`src/rtl/mem_access_unit.sv`:
```
// Load/store initiator: turns RV32I byte/half/word accesses into word-wide RAM
// transactions, with sign/zero extension on loads and read-modify-write on sub-word stores.
module mem_access_unit #(
    parameter int DATA_WIDTH   = 32,
    parameter int FUNCT3_WIDTH = 3
) (
    input  logic                    clk,
    input  logic                    rst,
    input  logic                    req_valid,
    output logic                    req_ready,
    input  logic                    req_we,
    input  logic [FUNCT3_WIDTH-1:0] req_funct3,
    input  logic [DATA_WIDTH-1:0]   req_addr,
    input  logic [DATA_WIDTH-1:0]   req_wdata,
    output logic                    resp_valid,
    output logic                    resp_err,
    output logic [DATA_WIDTH-1:0]   resp_rdata,
    output logic                    mem_we,
    output logic [DATA_WIDTH-1:0]   mem_a,
    output logic [DATA_WIDTH-1:0]   mem_wd,
    input  logic [DATA_WIDTH-1:0]   mem_rd
);

    localparam logic [FUNCT3_WIDTH-1:0] F3_B  = 3'b000;
    localparam logic [FUNCT3_WIDTH-1:0] F3_H  = 3'b001;
    localparam logic [FUNCT3_WIDTH-1:0] F3_W  = 3'b010;
    localparam logic [FUNCT3_WIDTH-1:0] F3_BU = 3'b100;
    localparam logic [FUNCT3_WIDTH-1:0] F3_HU = 3'b101;

    typedef enum logic [1:0] {IDLE, READ, WRITE, DONE} state_t;

    state_t                  r_state;
    state_t                  w_next;
    logic [DATA_WIDTH-1:0]   r_addr;
    logic [DATA_WIDTH-1:0]   r_wdata;
    logic [DATA_WIDTH-1:0]   r_word;
    logic [FUNCT3_WIDTH-1:0] r_funct3;
    logic                    r_we;
    logic                    r_err;

    logic                    w_accept;
    logic                    w_req_err;
    logic [7:0]              w_byte;
    logic [15:0]             w_half;
    logic [DATA_WIDTH-1:0]   w_load;
    logic [DATA_WIDTH-1:0]   w_merged;

    assign req_ready = (r_state == IDLE) && !rst;
    assign w_accept  = req_valid && req_ready;

    // Misalignment and illegal-encoding detection on the incoming request
    always_comb begin
        w_req_err = 1'b1;
        case (req_funct3)
            F3_B:    w_req_err = 1'b0;
            F3_H:    w_req_err = req_addr[0];
            F3_W:    w_req_err = |req_addr[1:0];
            F3_BU:   w_req_err = req_we;
            F3_HU:   w_req_err = req_we || req_addr[0];
            default: w_req_err = 1'b1;
        endcase
    end

    always_ff @(posedge clk) begin
        if (rst) begin
            r_state  <= IDLE;
            r_addr   <= '0;
            r_wdata  <= '0;
            r_word   <= '0;
            r_funct3 <= '0;
            r_we     <= 1'b0;
            r_err    <= 1'b0;
        end else begin
            r_state <= w_next;
            if (w_accept) begin
                r_addr   <= req_addr;
                r_wdata  <= req_wdata;
                r_funct3 <= req_funct3;
                r_we     <= req_we;
                r_err    <= w_req_err;
            end
            if (r_state == READ) begin
                r_word <= mem_rd;
            end
        end
    end

    // Word stores skip READ; sub-word stores need the old word before writing
    always_comb begin
        w_next = r_state;
        case (r_state)
            IDLE: begin
                if (w_accept) begin
                    if (w_req_err)                        w_next = DONE;
                    else if (req_we && req_funct3 == F3_W) w_next = WRITE;
                    else                                  w_next = READ;
                end
            end
            READ:    w_next = r_we ? WRITE : DONE;
            WRITE:   w_next = DONE;
            DONE:    w_next = IDLE;
            default: w_next = IDLE;
        endcase
    end

    assign w_byte = r_word[{r_addr[1:0], 3'b000} +: 8];
    assign w_half = r_word[{r_addr[1], 4'b0000} +: 16];

    always_comb begin
        w_load = '0;
        case (r_funct3)
            F3_B:    w_load = {{(DATA_WIDTH-8){w_byte[7]}}, w_byte};
            F3_H:    w_load = {{(DATA_WIDTH-16){w_half[15]}}, w_half};
            F3_W:    w_load = r_word;
            F3_BU:   w_load = {{(DATA_WIDTH-8){1'b0}}, w_byte};
            F3_HU:   w_load = {{(DATA_WIDTH-16){1'b0}}, w_half};
            default: w_load = '0;
        endcase
    end

    always_comb begin
        w_merged = r_word;
        case (r_funct3)
            F3_B:    w_merged[{r_addr[1:0], 3'b000} +: 8] = r_wdata[7:0];
            F3_H:    w_merged[{r_addr[1], 4'b0000} +: 16] = r_wdata[15:0];
            F3_W:    w_merged = r_wdata;
            default: w_merged = r_word;
        endcase
    end

    // Gating with rst guarantees no write or response on an aborting edge
    assign mem_we     = (r_state == WRITE) && !rst;
    assign mem_a      = {r_addr[DATA_WIDTH-1:2], 2'b00};
    assign mem_wd     = (r_state == WRITE) ? w_merged : '0;
    assign resp_valid = (r_state == DONE) && !rst;
    assign resp_err   = resp_valid && r_err;
    assign resp_rdata = (resp_valid && !r_we && !r_err) ? w_load : '0;

endmodule

```
`config.mk`:
```
export PLATFORM = sky130hd
export DESIGN_NAME = mem_access_unit
export DESIGN_NICKNAME = d
export VERILOG_FILES = /design/src/rtl/mem_access_unit.sv
export SDC_FILE = /design/constraint.sdc
export NUM_CORES = 1
export LEC_CHECK = 0
export ABC_CLOCK_PERIOD_IN_PS = 3000
export BUFFER_PORTS_ARGS = -buffer_cell sky130_fd_sc_hd__buf_4
export CAP_MARGIN = 20
export CORE_MARGIN = 3
export CORE_UTILIZATION = 50
export CTS_CLUSTER_SIZE = 30
export DETAILED_ROUTE_END_ITERATION = 10
export GPL_ROUTABILITY_DRIVEN = 0
export PLACE_DENSITY_LB_ADDON = 0.3
export SETUP_SLACK_MARGIN = 0.4
export SYNTH_ARGS = -nofsm -noshare
export SYNTH_HDL_FRONTEND = slang
export SYNTH_SLANG_ARGS = --single-unit
```
`constraint.sdc`:
```
create_clock -name clk -period 3 [get_ports clk]
set_clock_uncertainty 0.05 [all_clocks]
set_input_delay 0.6 -clock clk [delete_from_list [all_inputs] [get_ports clk]]
set_output_delay 0.6 -clock clk [all_outputs]
set_load 0.01 [all_outputs]
```
# Word-level counts from Yosys, hierarchy flattened
# Index checks and enable logic that the tools add are counted.
totals:
  wordCells: 55
  ff_bits: 103
  out_inout_bits: 100
classes:
  eq_ne: 12
  n_shift: 6
  muxes: 12
  n_addsub: 2
  n_reduce_logical: 16
ops:
  columns: ["operator", "count"]
  rows:
  - ["case mux 32 bit (5 select lines)", 1]
  - ["case mux 32 bit (3 select lines)", 1]
  - ["bitwise mux 32 bit", 2]
  - ["2-to-1 mux 32 bit", 2]
  - ["variable shift 16 x 7 -> 32 bit (first input constant)", 1]
  - ["variable shift 8 x 7 -> 32 bit (first input constant)", 1]
  - ["variable part select 16 x 7 -> 32 bit", 1]
  - ["variable part select 32 x 6 -> 16 bit", 1]
  - ["variable part select 32 x 6 -> 8 bit", 1]
  - ["variable part select 8 x 7 -> 32 bit", 1]
  - ["negator 5 -> 7 bit", 2]
  - ["== test 3 bit (second input constant)", 4]
  - ["logical AND 1 bit", 8]
  - ["case mux 2 bit (4 select lines)", 1]
  - ["== test 3 x 1 -> 1 bit (second input constant)", 2]
  - ["== test 3 x 2 -> 1 bit (second input constant)", 2]
  - ["zero test 3 bit", 2]
  - ["2-to-1 mux 2 bit", 3]
  - ["case mux 1 bit (5 select lines)", 1]
  - ["== test 2 bit (second input constant)", 2]
  - ["zero test 1 bit", 3]
  - ["== test 2 x 1 -> 1 bit (second input constant)", 1]
  - ["zero test 2 bit", 1]
  - ["!= test 2 bit (second input constant)", 1]
  - ["other kinds (3)", 3]

# Logic depth before layout (Yosys ltp)
# Gate-level depths: netlist of run 1.
depth:
  depth_word: 6
  mapped_depth: 9
  mapped_depth_nobuf: 6

# Worst setup path after synthesis of run 1
# No wires, ideal clock.
synth_path:
  path_type: "reg-to-output"
  start: "register r_addr[1]"
  end: "output port mem_wd[16]"
  path_slack_ns: 0.254
  t_arrival_ns: 2.096
  path_stages_with_launch: 9
  cell_sequence: "dfxtp_1 > clkbuf_2 > buf_2 > inv_1 > ha_1 > or4bb_1 > o22ai_2 > a22oi_1 > nand2_1"
synth_between:
  elab_chain_len: 5
synth_rtl:
  columns: ["element", "line_no", "text"]
  rows:
  - ["start, declared", "34", "logic [DATA_WIDTH-1:0] r_addr;"]
  - ["start signal, assigned", "76", "r_addr <= req_addr;"]
  - ["negator 5 -> 7 bit, on equally long branches", "125, 124", null]
  - ["variable part select 16 x 7 -> 32 bit, or another cell as far along", "125", "F3_H: w_merged[{r_addr[1], 4'b0000} +: 16] = r_wdata[15:0];"]
  - ["bitwise mux 32 bit, on equally long branches", "125, 124", null]
  - ["case mux 32 bit (3 select lines) *", "123", "case (r_funct3)"]
  - ["2-to-1 mux 32 bit *", "134", "assign mem_wd = (r_state == WRITE) ? w_merged : '0;"]
  - ["end, declared", "20", "output logic [DATA_WIDTH-1:0] mem_wd,"]
# Mark *: on every way between the ends. The rest lies on a longest branch, timed or not.

# Final worst setup path of run 1
layout_path:
  start: "register r_state[0]"
  end: "output port resp_rdata[30]"
layout_between:
  elab_chain_len: 5
layout_rtl:
  columns: ["element", "line_no", "text"]
  rows:
  - ["start, declared", "32", "state_t r_state;"]
  - ["start signal, assigned", "74", "r_state <= w_next;"]
  - ["== test 2 bit", "135", "assign resp_valid = (r_state == DONE) && !rst;"]
  - ["logical AND 1 bit", "135", null]
  - ["logical AND 1 bit (2 in series)", "137", "assign resp_rdata = (resp_valid && !r_we && !r_err) ? w_load : '0;"]
  - ["2-to-1 mux 32 bit", "137", null]
  - ["end, declared", "17", "output logic [DATA_WIDTH-1:0] resp_rdata,"]
# No other way between the ends.

==> results of run 1 <==
-- power breakdown --
group	internal (mW)	total [mW]	switching [mW]	leakage, nW
sequential	1.68	2.06	0.383	0.849
clock	0.320	0.840	0.520	0.0940
combinational	0.969	2.02	1.05	2.44
-- flip-flops by register name (all words and copies together) (netlist names) --
register	flops
r_addr	32
r_wdata	32
r_word	32
r_funct3	3
r_state	2
r_err	1
r_we	1
-- path summary, 6_finish.rpt --
kind | startpoint | endpoint | slack, ns
worst max-delay path | r_state[0] | resp_rdata[30] | 0.07
worst min-delay path | req_addr[5] | r_addr[5] | 0.37
worst max register to register | r_state[1] | r_addr[0] | 0.82
worst min register to register | r_addr[12] | r_addr[12] | 0.43
-- Yosys cell counts (2+ instances only) --
library cell / n / share of area (%)
nand3b_1: 2 / 0.27
ha_1: 10 / 2.3
dfxtp_1: 103 / 38
a21oi_1: 4 / 0.36
a221o_1: 17 / 3.1
nor3b_2: 2 / 0.46
a22o_1: 16 / 2.6
nor2b_1: 7 / 0.80
o21ai_0: 80 / 7.3
and2_1: 3 / 0.34
nand3_1: 2 / 0.18
clkbuf_1: 21 / 1.4
buf_6: 2 / 0.41
mux2i_1: 33 / 6.0
o31ai_1: 3 / 0.41
a21o_1: 17 / 2.3
buf_2: 11 / 1.0
nor2_1: 56 / 3.8
mux2_2: 8 / 1.6
buf_1: 7 / 0.48
and3_1: 9 / 1.0
nand2b_1: 68 / 7.8
nand2_1: 87 / 6.0
nor3_1: 2 / 0.18
a22oi_1: 16 / 2.2
a222oi_1: 7 / 1.3
o221a_2: 2 / 0.41
inv_1: 7 / 0.48
buf_4: 32 / 4.4
-- critical path, delay by kind of cell (launching register included) --
kind / cells / cell delay, ns
AND/OR/NAND/NOR: 1 / 0.51
buffers and inverters: 1 / 0.13
flip-flops: 1 / 0.39
adder cells (fa/ha/maj): 1 / 0.14
AO/OA/AOI/OAI: 3 / 0.75
-- logic make-up after synthesis --
family,synth area share [%]
other,0.0683
AOI/OAI and AO/OA,21.6
adders and majority gates,2.28
buffers and inverters,8.55
DFF,37.6
muxes,7.66
and+or+nand+nor,22.3
-- cell usage in the layout, fill, tap and decap left out, types with 3 or more instances in the layout --
master      count
a22oi_2         8
clkbuf_8        9
nand2b_1       65
nor2_1         46
nor2b_1         5
clkinvlp_4      3
ha_4            4
dfxtp_1        96
mux2_2          8
mux2i_1        33
ha_1            4
o21ai_0        69
dfxtp_4         7
a22oi_1         8
buf_4         223
a22o_1         16
o21ai_2         9
a222oi_1        7
a21o_1         16
nand2_1        87
a221o_1        17
nor2_2          3
inv_1           3
buf_6          22
nor2_4          7
and3_1          9
o31ai_1         3
-- timing repair --
action / 4_1_cts / 5_1_grt
gates resized for setup: 54 / 62
buffers inserted: 13 / 15
gates cloned: 1 / 0
setup endpoints to repair: 64 / 65
pin swaps: 16 / 27
-- metrics by stage --
stage	utilization (%)	setup WS (ns)	hold WS [ns]	power, mW
floorplan	-	0.409	0.399	3.06
detailed placement	65.5	0.0703	0.419	3.66
finish	73.4	0.0663	0.369	4.92
CTS	70.2	0.121	0.359	4.68
global route	73.4	0.0123	0.356	5.17
global placement	65.5	0.226	0.410	3.60
-- cell type report --
cell class / count / area (um^2) / area share (%)
clock buffers: 9 / 124 / 1.61
clock inverters: 7 / 61.3 / 0.795
repair buffers: 247 / 1960 / 25.4
multi-input cells: 471 / 3280 / 42.5
inverters: 7 / 33.8 / 0.438
flip-flops and latches: 103 / 2090 / 27.1
well taps: 136 / 170 / 2.21
-- metal layers --
layer | up-vias | wire (um)
met3 | 80 | 2260
met4 | 0 | 896
met1 | 2617 | 7300
li1 | 2623 | -
met2 | 414 | 8890
met5 | - | 0
==> flow_summary.json, run 1 <==
{
  "outcome": "completed",
  "crit_chain": "ha_4 -> or4b_4 -> a211oi_4 -> o21a_4 -> a21o_1 -> buf_4",
  "syn-instance-count": 654,
  "clk_latency_ns": 0.35,
  "slew_viol_final": 0,
  "synth_top_flop_cell": "dfxtp_1",
  "gr-max-usage-layer": "met2",
  "syn_to_final_growth_pct": 40.6,
  "htreeDepth": 3,
  "grt_pass1_wl_mm": 28.8,
  "die_area_um2": 12300,
  "synth.avg_cell_area_um2": 8.39,
  "fill_cells": 781,
  "leakagePower_nw": 3.38,
  "io_buffer_count": 200,
  "overflow": 0,
  "postCtsHoldBufs": 0,
  "grt_pass1_vias": 5653,
  "vias_per_cell": 5.85,
  "ant_nets": 0,
  "ff2ff_path_depth": 8,
  "path_clk_slew_ns": 0.11,
  "finalSetupViolCount": 0,
  "grt.total_usage_pct": 28.6,
  "post-route-period-util_pct": 97.8,
  "numCtsBuffers": 9,
  "max_cap_violations": 0,
  "synth.distinct_cells": 49,
  "cp-end-kind": "primary output",
  "crit_arrival_ns": 2.28,
  "ios": 203,
  "hp-class": "input pin to flip-flop",
  "initial_utilization_pct": 52.2,
  "wire_per_inst_um": 19.7,
  "diodes": 0,
  "cts_tree": "built",
  "clock_path_buffers": 2,
  "hold_viol_final": 0,
  "rsz0062_at_grt": "yes",
  "cp.required_ns": 2.35,
  "fin_nets": 952,
  "die_h_um": 111,
  "cp-start-kind": "flip-flop",
  "drc": 0,
  "dp_cells": 935,
  "setup_tns_ns": 0,
  "core_region_area_um2": 10500,
  "grt_max_degree": 75,
  "root_buffer": "clkbuf_8",
  "place_hpwl_mm": 13.0,
  "peakVddDrop_mv": 0.394,
  "criticalPathCategory": "flip-flop to primary output",
  "syn_area_um2": 5490,
  "place_area_um2": 6890,
  "synth_edf_count": 0,
  "antenna_found_initial": 0,
  "wirelength_mm": 19.3,
  "rows": 37,
  "worstMarginPinSlew_ns": 0.614,
  "drive_gt1_share_pct": 40.4,
  "yosysWarnings": 0,
  "grt_util_met1_pct": 34.2,
  "synthArstFlopShare_pct": 0,
  "path_max_fanout": 16,
  "gr-usage-met3_pct": 9.06,
  "hold_depth": 3,
  "ys_ff_latch": 103,
  "seq_area_frac_synth_pct": 37.6,
  "clock_sink_count": 103,
  "relSlewSlack_pct": 59.0,
  "fmax_mhz": 341,
  "vias": 5734,
  "first_iter_violations": 583,
  "post-route-min-period_ns": 2.93,
  "dieWidth_um": 111,
  "final_cell_area_um2": 7720,
  "final_cells": 980,
  "met2_usage_pct": 47.0,
  "powerDensity_nw_per_um2": 638,
  "crit_slowest_cell": "or4b_4",
  "max_stage_delay_ns": 0.51,
  "drt_first_pass_iters": 6
}
No activity file was read; power rests on OpenSTA's default activity.
==> inputs of run 2 (changes only) <==
--- a/config.mk
+++ b/config.mk
@@ -8,12 +8,12 @@
 export ABC_CLOCK_PERIOD_IN_PS = 3000
 export BUFFER_PORTS_ARGS = -buffer_cell sky130_fd_sc_hd__buf_4
 export CAP_MARGIN = 20
-export CORE_MARGIN = 3
+export CORE_MARGIN = 10
 export CORE_UTILIZATION = 50
 export CTS_CLUSTER_SIZE = 30
 export DETAILED_ROUTE_END_ITERATION = 10
 export GPL_ROUTABILITY_DRIVEN = 0
-export PLACE_DENSITY_LB_ADDON = 0.3
+export PLACE_DENSITY = 0.83
 export SETUP_SLACK_MARGIN = 0.4
 export SYNTH_ARGS = -nofsm -noshare
 export SYNTH_HDL_FRONTEND = slang
==> flow_summary.json, run 2 (synthesis results as in run 1) <==
{
  "postCtsHoldBufs": 0,
  "route.met3.wl_mm": 2.24,
  "core_region_area_um2": 10800,
  "root_buffer": "clkbuf_8",
  "overflow": 0,
  "fin_nets": 945,
  "final_cells": 975,
  "crit_slowest_cell": "or4b_4",
  "grt_pass1_wl_mm": 29.9,
  "wirelength_mm": 19.6,
  "routed.top_layer": "met4",
  "leakagePower_nw": 3.34,
  "syn_to_final_growth_pct": 40.2,
  "cpLargestDelayFamily": "compound AO/OA/AOI/OAI gates",
  "fmax_mhz": 348,
  "dp_cells": 933,
  "largestRegisters": "r_addr x32, r_wdata x32, r_word x32",
  "wire_per_inst_um": 20.1,
  "rsz0062_at_grt": "yes",
  "drt_first_pass_iters": 7,
  "clock_path_buffers": 2,
  "cp.required_ns": 2.35,
  "crit_chain": "ha_4 -> or4b_4 -> a211oi_4 -> o21a_4 -> a21o_1 -> buf_6",
  "max_cap_violations": 0,
  "worstMarginPinSlew_ns": 0.643,
  "wl_met2_mm": 8.76,
  "vias": 5583,
  "powerDensity_nw_per_um2": 634,
  "antenna_found_initial": 0,
  "cts_tree": "built",
  "ios": 203,
  "place_hpwl_mm": 13.9,
  "slew_viol_final": 0,
  "hold_viol_final": 0,
  "numCtsBuffers": 9,
  "path_buf_inv": 1,
  "final_cell_mix": "buf_4, dfxtp_1, nand2_1",
  "final_cell_area_um2": 7690,
  "post-route-min-period_ns": 2.88,
  "max_stage_delay_ns": 0.52,
  "grt.total_usage_pct": 23.3,
  "outcome": "completed",
  "grt_max_degree": 108,
  "vias_per_cell": 5.73,
  "clk_latency_ns": 0.38,
  "path_max_fanout": 8,
  "ant_nets": 0,
  "hp-class": "input pin to flip-flop",
  "finalSetupViolCount": 0,
  "peakVddDrop_mv": 0.399,
  "path_clk_slew_ns": 0.09,
  "fill_cells": 794,
  "relSlewSlack_pct": 57.1,
  "grt_pass1_vias": 5610,
  "final_util_pct": 71.3,
  "drive_gt1_share_pct": 38.3,
  "post-route-period-util_pct": 95.9,
  "first_iter_violations": 685,
  "cp-start-kind": "flip-flop",
  "rows": 38,
  "totalPowerFinal_mw": 4.88,
  "drc": 0,
  "final_common_cell": "buf_4",
  "setup_tns_ns": 0,
  "diodes": 0,
  "place_area_um2": 6850,
  "initial_utilization_pct": 50.8,
  "cp-end-kind": "primary output",
  "clock_sink_count": 103,
  "die_area_um2": 15600,
  "criticalPathCategory": "flip-flop to primary output",
  "die_h_um": 125,
  "crit_arrival_ns": 2.23,
  "htreeDepth": 3,
  "drt-met1-wl_mm": 7.69,
  "dieWidth_um": 125,
  "io_buffer_count": 200
}
run 2: per-stage QoR:
stage               hold WS (ns)  worst slack, ns
floorplan                  0.399            0.409
global placement           0.409            0.210
detailed placement         0.417            0.108
CTS                        0.340            0.131
global route               0.344           0.0497
finish                     0.356            0.124
run 2: report_power, final:
part	total (mW)	switching, mW	leakage, nW	internal (mW)
Sequential	2.07	0.392	0.849	1.68
Combinational	2.00	1.01	2.41	0.984
Clock	0.811	0.475	0.0833	0.337
Total	4.88	1.88	3.34	3.00
run 2: layout make-up:
type	count	area [um^2]	share of cell area, %
clock buffer	11	151	1.97
tap	140	175	2.28
inverter	7	33.8	0.439
clock inverter	3	20.0	0.260
sequential	103	2090	27.2
multi-input combinational	471	3230	42.0
timing repair buffer	240	1990	25.9
run 2: layer usage:
metal,global-route usage [%],up-vias
li1,-,2613
met1,27.4,2552
met2,35.7,341
met3,8.89,77
met4,13.2,0
met5,0,-
run 2: path summary, 6_finish.rpt:
check        cells past startpoint  slack, ns           from              to
min reg2reg                      2       0.43      r_addr[9]       r_addr[9]
min                              3       0.36  req_wdata[12]     r_wdata[12]
max reg2reg                      7       0.91     r_state[1]      r_addr[24]
max                              6       0.12     r_state[1]  resp_rdata[23]
run 2: repair_timing:
| action | CTS | global route |
|---|---|---|
| buffers inserted | 20 | 5 |
| cloned | 2 | 1 |
| gates resized for setup | 74 | 43 |
| endpoints found under the setup margin | 64 | 65 |
| endpoints found under the hold margin | 0 | 0 |
| pin swaps | 26 | 38 |
run 2: worst min-delay path: stages:
cell and delay, ns:
buf_4 0.08, nand2_1 0.03, o21ai_0 0.05
